[src/rtl/dac_segment_encoder_pkg.sv]
// rtl/dac_segment_encoder_pkg.sv - shared constants, types and bit mapping for the segmented DAC encoder
package dac_enc_pkg;

    localparam int N_THERM      = 17;
    localparam int N_BIN        = 6;
    localparam int CODE_W       = 11;
    localparam int CODE_MAX     = 1151;
    localparam int CAL_IDX_BIN0 = 17;
    localparam int CAL_IDX_RED  = 18;
    localparam int CAL_IDX_MAX  = 23;

    typedef logic [N_THERM-1:0] therm_t;
    typedef logic [N_BIN:0]     bin_t;

    // Binary cells: [0]=bin0, [1]=redundant bin0 (idle), [2..6]=bin1..bin5.
    function automatic bin_t bin_map(input logic [N_BIN-1:0] lsb);
        return {lsb[N_BIN-1:1], 1'b0, lsb[0]};
    endfunction

endpackage

[src/rtl/dac_segment_encoder_if.sv]
// rtl/dac_segment_encoder_if.sv - sample/calibration inputs and per-cell data outputs of the encoder
interface dac_segment_encoder_if;
    import dac_enc_pkg::*;

    logic [CODE_W-1:0] code_in;
    logic              code_valid;
    logic              dwa_ena;
    logic              cal_ena;
    logic [4:0]        cal_sel;

    therm_t            datatherm;
    therm_t            datathermb;
    bin_t              databin;
    bin_t              databinb;
    logic [4:0]        cal_idx;
    logic              cal_active;
    logic              cal_err;
    logic              sat;

    modport master (
        output code_in, code_valid, dwa_ena, cal_ena, cal_sel,
        input  datatherm, datathermb, databin, databinb,
        input  cal_idx, cal_active, cal_err, sat
    );

    modport slave (
        input  code_in, code_valid, dwa_ena, cal_ena, cal_sel,
        output datatherm, datathermb, databin, databinb,
        output cal_idx, cal_active, cal_err, sat
    );

endinterface

[src/rtl/dac_segment_encoder_segment_rotator.sv]
// rtl/dac_segment_encoder_segment_rotator.sv - mod-17 rotation of an n-unit unary mask starting at ptr
module segment_rotator
    import dac_enc_pkg::*;
(
    input  logic [4:0] n,
    input  logic [4:0] ptr,
    output therm_t     rotated
);

    int off;

    // Unit i is on when its distance from ptr, walking upward mod N_THERM, is below n.
    always_comb begin
        rotated = '0;
        off     = 0;
        for (int i = 0; i < N_THERM; i++) begin
            off = i - int'(ptr);
            if (off < 0) begin
                off = off + N_THERM;
            end
            rotated[i] = (off < int'(n));
        end
    end

endmodule

[src/rtl/dac_segment_encoder.sv]
// rtl/dac_segment_encoder.sv - two-stage thermometer/binary encoder with DWA rotation and cell calibration
module dac_segment_encoder
    import dac_enc_pkg::*;
(
    input  logic                 clkin,
    input  logic                 rstb,
    input  logic                 pdb,
    dac_segment_encoder_if.slave bus
);

    logic              over;
    logic [CODE_W-1:0] code_c;

    logic              s1_valid;
    logic              s1_sat;
    logic              s1_dwa;
    logic [4:0]        s1_n;
    logic [N_BIN-1:0]  s1_lsb;
    logic              s1_cal_ena;
    logic [4:0]        s1_cal_sel;

    therm_t            raw_therm, raw_therm_nxt;
    bin_t              raw_bin, raw_bin_nxt;
    logic [4:0]        ptr, ptr_nxt, ptr_adv, rot_ptr;
    logic [5:0]        ptr_sum;
    logic              sat_q, sat_nxt;
    therm_t            rotated;

    logic              cal_ok, cal_bad;
    therm_t            therm_mask;
    bin_t              bin_mask;

    therm_t            therm_q, thermb_q;
    bin_t              bin_q, binb_q;
    logic [4:0]        cal_idx_q;
    logic              cal_active_q, cal_err_q;

    assign over   = bus.code_in > CODE_W'(CODE_MAX);
    assign code_c = over ? CODE_W'(CODE_MAX) : bus.code_in;

    // Calibration select is captured every cycle; the sample fields only on a strobe.
    always_ff @(posedge clkin or negedge rstb) begin
        if (!rstb) begin
            s1_valid   <= 1'b0;
            s1_sat     <= 1'b0;
            s1_dwa     <= 1'b0;
            s1_n       <= '0;
            s1_lsb     <= '0;
            s1_cal_ena <= 1'b0;
            s1_cal_sel <= '0;
        end else if (!pdb) begin
            s1_valid   <= 1'b0;
            s1_cal_ena <= 1'b0;
            s1_cal_sel <= '0;
        end else begin
            s1_valid   <= bus.code_valid;
            s1_cal_ena <= bus.cal_ena;
            s1_cal_sel <= bus.cal_sel;
            if (bus.code_valid) begin
                s1_n   <= code_c[CODE_W-1:N_BIN];
                s1_lsb <= code_c[N_BIN-1:0];
                s1_sat <= over;
                s1_dwa <= bus.dwa_ena;
            end
        end
    end

    assign rot_ptr = s1_dwa ? ptr : '0;

    segment_rotator u_rotator (
        .n       (s1_n),
        .ptr     (rot_ptr),
        .rotated (rotated)
    );

    // n is at most 17 and ptr at most 16, so one conditional subtract wraps the sum.
    assign ptr_sum = {1'b0, ptr} + {1'b0, s1_n};
    assign ptr_adv = (ptr_sum >= 6'(N_THERM)) ? 5'(ptr_sum - 6'(N_THERM)) : ptr_sum[4:0];

    always_comb begin
        raw_therm_nxt = raw_therm;
        raw_bin_nxt   = raw_bin;
        sat_nxt       = sat_q;
        ptr_nxt       = ptr;
        if (s1_valid) begin
            raw_therm_nxt = rotated;
            raw_bin_nxt   = bin_map(s1_lsb);
            raw_bin_nxt[CAL_IDX_RED-CAL_IDX_BIN0] = 1'b0;
            sat_nxt       = s1_sat;
            ptr_nxt       = s1_dwa ? ptr_adv : '0;
        end
    end

    assign cal_ok  = s1_cal_ena && (s1_cal_sel <= 5'(CAL_IDX_MAX));
    assign cal_bad = s1_cal_ena && (s1_cal_sel > 5'(CAL_IDX_MAX));

    always_comb begin
        therm_mask = '0;
        bin_mask   = '0;
        for (int i = 0; i < N_THERM; i++) begin
            therm_mask[i] = cal_ok && (s1_cal_sel == 5'(i));
        end
        for (int j = 0; j <= N_BIN; j++) begin
            bin_mask[j] = cal_ok && (s1_cal_sel == 5'(CAL_IDX_BIN0 + j));
        end
    end

    // The unmasked data is kept separately so a cell leaving calibration recovers its value.
    always_ff @(posedge clkin or negedge rstb) begin
        if (!rstb) begin
            raw_therm    <= '0;
            raw_bin      <= '0;
            ptr          <= '0;
            sat_q        <= 1'b0;
            therm_q      <= '0;
            thermb_q     <= '1;
            bin_q        <= '0;
            binb_q       <= '1;
            cal_idx_q    <= '0;
            cal_active_q <= 1'b0;
            cal_err_q    <= 1'b0;
        end else if (!pdb) begin
            raw_therm    <= '0;
            raw_bin      <= '0;
            ptr          <= '0;
            sat_q        <= 1'b0;
            therm_q      <= '0;
            thermb_q     <= '1;
            bin_q        <= '0;
            binb_q       <= '1;
            cal_idx_q    <= '0;
            cal_active_q <= 1'b0;
            cal_err_q    <= 1'b0;
        end else begin
            raw_therm    <= raw_therm_nxt;
            raw_bin      <= raw_bin_nxt;
            ptr          <= ptr_nxt;
            sat_q        <= sat_nxt;
            therm_q      <= raw_therm_nxt & ~therm_mask;
            thermb_q     <= ~raw_therm_nxt & ~therm_mask;
            bin_q        <= raw_bin_nxt & ~bin_mask;
            binb_q       <= ~raw_bin_nxt & ~bin_mask;
            cal_idx_q    <= cal_ok ? s1_cal_sel : '0;
            cal_active_q <= cal_ok;
            cal_err_q    <= cal_bad;
        end
    end

    assign bus.datatherm  = therm_q;
    assign bus.datathermb = thermb_q;
    assign bus.databin    = bin_q;
    assign bus.databinb   = binb_q;
    assign bus.cal_idx    = cal_idx_q;
    assign bus.cal_active = cal_active_q;
    assign bus.cal_err    = cal_err_q;
    assign bus.sat        = sat_q;

endmodule

[src/flat_wrapper.sv]
// flat-port wrapper written by rule: the top's interface ports become plain ports
module dac_segment_encoder_flat import dac_enc_pkg::*;
  (clkin, rstb, pdb, bus_code_in, bus_code_valid, bus_dwa_ena, bus_cal_ena, bus_cal_sel, bus_datatherm, bus_datathermb, bus_databin, bus_databinb, bus_cal_idx, bus_cal_active, bus_cal_err, bus_sat);
  dac_segment_encoder_if bus_i ();
  input  logic clkin;
  input  logic rstb;
  input  logic pdb;
  input wire logic [$bits(bus_i.code_in)-1:0] bus_code_in;
  input wire logic [$bits(bus_i.code_valid)-1:0] bus_code_valid;
  input wire logic [$bits(bus_i.dwa_ena)-1:0] bus_dwa_ena;
  input wire logic [$bits(bus_i.cal_ena)-1:0] bus_cal_ena;
  input wire logic [$bits(bus_i.cal_sel)-1:0] bus_cal_sel;
  output wire logic [$bits(bus_i.datatherm)-1:0] bus_datatherm;
  output wire logic [$bits(bus_i.datathermb)-1:0] bus_datathermb;
  output wire logic [$bits(bus_i.databin)-1:0] bus_databin;
  output wire logic [$bits(bus_i.databinb)-1:0] bus_databinb;
  output wire logic [$bits(bus_i.cal_idx)-1:0] bus_cal_idx;
  output wire logic [$bits(bus_i.cal_active)-1:0] bus_cal_active;
  output wire logic [$bits(bus_i.cal_err)-1:0] bus_cal_err;
  output wire logic [$bits(bus_i.sat)-1:0] bus_sat;
  assign bus_i.code_in = bus_code_in;
  assign bus_i.code_valid = bus_code_valid;
  assign bus_i.dwa_ena = bus_dwa_ena;
  assign bus_i.cal_ena = bus_cal_ena;
  assign bus_i.cal_sel = bus_cal_sel;
  assign bus_datatherm = bus_i.datatherm;
  assign bus_datathermb = bus_i.datathermb;
  assign bus_databin = bus_i.databin;
  assign bus_databinb = bus_i.databinb;
  assign bus_cal_idx = bus_i.cal_idx;
  assign bus_cal_active = bus_i.cal_active;
  assign bus_cal_err = bus_i.cal_err;
  assign bus_sat = bus_i.sat;
  dac_segment_encoder u_core (.clkin(clkin), .rstb(rstb), .pdb(pdb), .bus(bus_i));
endmodule
[config.mk]
export PLATFORM = sky130hd
export DESIGN_NAME = dac_segment_encoder_flat
export DESIGN_NICKNAME = d
export VERILOG_FILES = /design/src/rtl/dac_segment_encoder_pkg.sv /design/src/rtl/dac_segment_encoder_if.sv /design/src/rtl/dac_segment_encoder_segment_rotator.sv /design/src/rtl/dac_segment_encoder.sv /design/src/flat_wrapper.sv
export SDC_FILE = /design/constraint.sdc
export NUM_CORES = 1
export LEC_CHECK = 0
export ABC_AREA = 1
export ABC_CLOCK_PERIOD_IN_PS = 5200
export CORE_MARGIN = 5
export CORE_UTILIZATION = 65
export CTS_CLUSTER_SIZE = 40
export DETAILED_ROUTE_END_ITERATION = 10
export DONT_BUFFER_PORTS = 1
export HOLD_SLACK_MARGIN = 0.05
export PLACE_DENSITY = 0.81
export REMOVE_ABC_BUFFERS = 1
export SYNTH_ARGS = -nofsm -noshare
export SYNTH_HDL_FRONTEND = slang
export SYNTH_SLANG_ARGS = --single-unit
[constraint.sdc]
create_clock -name clkin -period 5.2 [get_ports clkin]
set_clock_uncertainty 0.15 [all_clocks]
set_input_delay 0.78 -clock clkin [delete_from_list [all_inputs] [get_ports clkin]]
set_output_delay 0.78 -clock clkin [all_outputs]
set_load 0.02 [all_outputs]
==> results of run 1 <==
## layer usage
metal,up-vias,share of wire (%),GRT usage [%]
met5,-,0,0
met4,0,2.7,9.92
met3,54,7.8,6.08
met2,318,48,49.4
met1,3402,42,39.8
li1,3535,-,-
## cells in the mapped netlist, types with 17 or more instances
cell and instances:
a21oi_1 81, dfrtp_1 81, dfstp_2 24, ha_1 93, inv_1 151, nand2_1 290
nand3_1 44, nor2_1 122, nor3_1 19, o21ai_0 78, xor2_1 17
## worst paths after layout
check / slack [ns] / cells past startpoint / start / end
max: 1.36 / 14 / u_core.s1_dwa / u_core.bus.datathermb[12]
min: 0.13 / 0 / rstb / u_core.bus.datathermb[13]
max reg2reg: 1.36 / 14 / u_core.s1_dwa / u_core.bus.datathermb[12]
min reg2reg: 0.36 / 2 / u_core.s1_lsb[1] / u_core.s1_lsb[1]
max in group asynchronous: 4.38 / 1 / rstb / u_core.s1_n[2]
min in group clkin: 0.33 / 1 / pdb / u_core.bus.datathermb[15]
## stage by stage
step	cells	util [%]	total power, uW	instance area [um^2]
final	1253	69.3	2140	8330
after detailed placement	1236	66.8	1480	8020
after global placement	1236	66.8	1460	8020
after global routing	1253	69.3	2270	8330
after CTS	1253	69.3	2140	8330
after floorplan	1086	-	1350	7820
## what timing repair did
item,in CTS,in global routing
hold buffers,1,0
buffers inserted,0,0
hold endpoints to repair,81,0
endpoints found under the setup margin,0,0
## logic make-up after synthesis
family,after synthesis,share of synthesized area (%)
simple gates,498,25.9
flops,105,33.5
xor+xnor,26,2.87
compound gates,197,13.3
buf+inv,187,9.38
mux,1,0.142
fa+ha+maj,94,14.9
## final cells by class
type	count	share of cell area [%]
clock inverters	6	0.601
repair buffers	4	0.601
multi-input cells	816	54.4
inverters	165	7.48
flip-flops and latches	105	31.9
well taps	147	2.21
clock buffers	10	2.75
## power by group through the flow
stage	clock network (uW)	registers (uW)	logic [uW]
after detailed placement	0	987	491
final	652	972	516
after floorplan	0	974	372
after CTS	655	972	511
after global placement	0	986	475
after global routing	696	978	599
## flip-flops by register name, indices dropped and copies added, names as in the netlist
signal	cells
u_core.s1_lsb	6
u_core.bus.sat	1
u_core.bus.cal_err	1
u_core.raw_therm	17
u_core.bus.databin	7
u_core.bus.cal_idx	5
u_core.s1_cal_sel	5
u_core.bus.cal_active	1
u_core.s1_sat	1
u_core.bus.datatherm	17
u_core.s1_cal_ena	1
u_core.ptr	5
u_core.raw_bin	7
u_core.bus.datathermb	17
u_core.s1_dwa	1
u_core.s1_valid	1
u_core.s1_n	5
u_core.bus.databinb	7
==> impl_metrics.tcl, run 1 <==
set metrics [dict create \
    fmax_mhz 261 \
    cp_slowest_cell "ha_1" \
    finalCritPeriodShare_pct 73.8 \
    fin_hold_ws_ns 0.125 \
    worst-path-buf-inv 1 \
    syn-cell-area_um2 7940 \
    relSlewSlack_pct 32.7 \
    finalWorstSetupSlack_ns 1.36 \
    outcome "completed" \
    fill_cells 978 \
    crit_path_end_kind "flip-flop" \
    setup_violations 0 \
    seq_area_um2 2660 \
    synth.distinct_cells 45 \
    first_global_vias 6976 \
    yosys-top-cells-area "dfrtp_1 (26%), ha_1 (15%), nand2_1 (14%)" \
    rows 40 \
    start_util_pct 66.1 \
    hpwl_um 14800 \
    place_congestion 0.944 \
    yosysTopAreaCellShare_pct 25.5 \
    clk_path_buf_depth 2 \
    hp-class "in2async" \
    p_seq_share_pct 45.4 \
    crit_type "reg2reg" \
    leakagePower_uw 0.00460 \
    max-cap-violations 0 \
    yosysTopAreaCell "dfrtp_1" \
    numPortBuffers 0 \
    finalHoldViolCount 0 \
    vias_per_cell 5.83 \
    yosysWarningCount 0 \
    synth-seq-cells 105 \
    required_ns 5.33 \
    crit_path_max_incr_delay_ns 0.69 \
    root_buffer "clkbuf_16" \
    finalNetCount 1217 \
    tns_ns 0 \
    clock_sinks 105 \
    gr-total-overflow 0 \
    fp.coreArea_um2 12000 \
    numCtsBuffers 9 \
    crit_arrival_ns 3.96 \
    grt_usage_pct 30.0 \
    grt_max_degree 82 \
    layout-drive-gt1-share_pct 6.96 \
    critPathMaxFanout 14 \
    avgRoutedWirePerCell_um 17.0 \
    antenna_found_initial 0 \
    netlist_instances 1108 \
    worst_ir_drop_vdd_uv 281 \
    dieArea_um2 14500 \
    final_common_cell "nand2_1" \
    n_antenna_cell 0 \
    layout_common_cells "nand2_1 (290), inv_1 (151), nor2_1 (122)" \
    syn_area_per_cell_um2 7.16 \
    crit_family "adder cells" \
    power.switching_uw 739 \
    routed_wirelength_um 21300 \
    comb_power_share_pct 24.1 \
    min_period_ns 3.84 \
    power.density_nw_per_um2 257 \
    synth_edf_count 0 \
    start_kind "flip-flop" \
    cts_tree "built" \
    drtAntennaViolNets 0 \
    drc 0 \
    htree_levels 3 \
    clk_latency_ns 0.35 \
    power_frac_clock_pct 30.5 \
    p_int_uw 1400 \
    die_w_um 120 \
    clk_pin_slew_ns 0.07 \
    grt_pass1_wl_um 35000 \
    crit_top_cell "nand2_1" \
    async_reset_ff_share_pct 100 \
    crit_chain "nand2_2, ha_1, inv_1, nor3_2, xor2_1, nand2_1, o21ai_0, ha_1, a21oi_1, nand2_1, nand2_1, nand2_1, a21boi_1, nor2_1" \
    synth-seq-area-share_pct 33.5 \
    areaGrowthSynthToFinish_pct 4.93 \
    preCtsSetupSlack_ns 1.62 \
    drt_pre_antenna_iters 7 \
    yosys_most_used_dff "dfrtp_1" \
    worst_pin_slew_ns 1.01 \
    rsz0062_at_grt "false" \
    maxSlewViolCount 0 \
    sw_frac_of_total_pct 34.5 \
    multi_input_area_um2 4530 \
    die_height_um 120 \
    vias 7309 \
    cts_resized 0 \
    boundaryPins 78 \
    drt-initial-drc-count 761 \
]
(Power assumes the default switching activity.)
==> inputs of run 2 (changes only) <==
--- a/config.mk
+++ b/config.mk
@@ -6,7 +6,7 @@
 export NUM_CORES = 1
 export LEC_CHECK = 0
 export ABC_AREA = 1
-export ABC_CLOCK_PERIOD_IN_PS = 5200
+export ABC_CLOCK_PERIOD_IN_PS = 3600
 export CORE_MARGIN = 5
 export CORE_UTILIZATION = 65
 export CTS_CLUSTER_SIZE = 40
==> constraint.sdc (replaced) <==
create_clock -name clkin -period 3.6 [get_ports clkin]
set_clock_uncertainty 0.15 [all_clocks]
set_input_delay 0.54 -clock clkin [delete_from_list [all_inputs] [get_ports clkin]]
set_output_delay 0.54 -clock clkin [all_outputs]
set_load 0.02 [all_outputs]
==> impl_metrics.tcl, run 2 (synthesis gave the netlist of run 1 again) <==
set metrics [dict create \
    rows 40 \
    stdcell_count 1267 \
    clk_pin_slew_ns 0.08 \
    comb_power_share_pct 24.3 \
    hpwl_um 15600 \
    post-cts-setup-buffers 0 \
    hold_path.startpoint "pdb" \
    p_seq_share_pct 44.2 \
    required_ns 3.75 \
    vias 7241 \
    power.switching_uw 1100 \
    seq_area_um2 2660 \
    min_to "u_core.bus.datathermb[15]" \
    start_util_pct 66.1 \
    finalCritPeriodShare_pct 88.9 \
    grt_pass1_wl_um 34500 \
    multi_input_area_um2 4530 \
    dp.cells 1249 \
    sw_frac_of_total_pct 34.8 \
    fin_hold_ws_ns 0.0932 \
    cts_tree "built" \
    numCtsBuffers 9 \
    root_buffer "clkbuf_16" \
    clock_sinks 105 \
    setup_violations 0 \
    finalHoldViolCount 0 \
    numPortBuffers 0 \
    fp.coreArea_um2 12000 \
    power_frac_clock_pct 31.5 \
    rsz0062_at_grt "false" \
    rr_endpoint "u_core.bus.datathermb[0]" \
    max-cap-violations 0 \
    maxSlewViolCount 0 \
    first_global_vias 6918 \
    crit_path_end_kind "flip-flop" \
    worst_ir_drop_vdd_uv 509 \
    grt_max_degree 106 \
    areaGrowthSynthToFinish_pct 6.64 \
    critPathMaxFanout 13 \
    layout_common_cells "nand2_1 (290), inv_1 (151), nor2_1 (122)" \
    p_int_uw 2070 \
    outcome "completed" \
    die_height_um 120 \
    fill_cells 995 \
    drt_pre_antenna_iters 5 \
    relSlewSlack_pct 41.1 \
    fmax_mhz 312 \
    routed_wirelength_um 21200 \
    crit_arrival_ns 3.35 \
    avgRoutedWirePerCell_um 16.7 \
    tns_ns 0 \
    reg2reg_slack_ns 0.40 \
    final_common_cell "nand2_1" \
    die_w_um 120 \
    power.density_nw_per_um2 374 \
    vias_per_cell 5.72 \
    ff2ff_path_depth 19 \
    grt_usage_pct 30.0 \
    htree_levels 3 \
    min_period_ns 3.20 \
    start_kind "flip-flop" \
    drc 0 \
    hp-class "in2reg" \
    finalNetCount 1231 \
    gr-total-overflow 0 \
    boundaryPins 78 \
    place_congestion 0.950 \
    antenna_found_initial 0 \
    r2r-start "u_core.s1_dwa" \
    worst_pin_slew_ns 0.883 \
    clk_path_buf_depth 2 \
    min_path_cells 1 \
    drtAntennaViolNets 0 \
    drt-initial-drc-count 688 \
    dieArea_um2 14500 \
    clk_latency_ns 0.36 \
    crit_type "reg2reg" \
    n_antenna_cell 0 \
    leakagePower_uw 0.00467 \
    layout-drive-gt1-share_pct 8.21 \
]
run 2: cell count changes in the layout (fill, tap and decap cells not counted), sizes merged:
cell | before | now
buf | 4 | 17
clkinv | 4 | 3
dlygate4sd3 | 0 | 1
inv | 166 | 167
run 2: how the worst max path moves through the flow:
stage	cells past startpoint	end	startpoint
CTS	19	u_core.bus.datathermb[0]	u_core.s1_dwa
floorplan	14	u_core.bus.datathermb[12]	u_core.s1_dwa
global placement	17	u_core.bus.datatherm[5]	u_core.s1_dwa
finish	19	u_core.bus.datathermb[0]	u_core.s1_dwa
global route	17	u_core.bus.datathermb[4]	u_core.s1_dwa
detailed placement	19	u_core.bus.datathermb[0]	u_core.s1_dwa
run 2: critical path: stages (launching register included):
cell and delay, ns:
dfrtp_2 0.51, nand2_2 0.22, ha_1 0.36, inv_1 0.09, nand2_1 0.06, nand2_2 0.25, nand3_1 0.16, nor2_1 0.11
inv_1 0.07, nand2_1 0.07, o21ai_0 0.08, ha_1 0.31, nand2_1 0.06, o21ai_0 0.15, nand2_1 0.07, nand3b_1 0.08
nand2_1 0.05, nand2_1 0.07, nand2_1 0.07, a21oi_1 0.12
run 2: cell type report:
type	instances	share of cell area, %
sequential	105	31.4
tap	147	2.17
multi-input combinational	816	53.6
clock inverter	6	0.784
timing repair buffer	18	1.86
clock buffer	10	2.82
inverter	165	7.36
run 2: layer usage:
layer	up-vias	GRT usage, %	wire (um)
li1	3562	-	-
met1	3327	39.4	8920
met2	293	48.1	9780
met3	59	6.69	1780
met4	0	12.0	719
met5	-	0	0
run 2: timing repair:
action,4_1_cts,5_1_grt
endpoints found under the hold margin,105,0
gates resized for setup,0,1
setup endpoints to repair,0,7
hold buffers,2,0
run 2: power by group through the flow:
stage	Sequential, uW	Clock [uW]	Combinational [uW]
after floorplan	1410	0	537
after global placement	1420	0	709
after detailed placement	1420	0	730
after CTS	1400	1010	765
after global routing	1410	1050	890
final	1400	998	770
run 2: metrics by stage:
| step | instance area, um^2 | worst slack (ns) | util [%] | power, uW |
|---|---|---|---|---|
| after detailed placement | 8120 | 0.322 | 67.6 | 2150 |
| after CTS | 8460 | 0.278 | 70.4 | 3170 |
| after global placement | 8120 | 0.429 | 67.6 | 2130 |
| final | 8460 | 0.398 | 70.5 | 3170 |
| after floorplan | 7820 | 0.429 | - | 1940 |
| after global routing | 8460 | 0.0732 | 70.5 | 3350 |
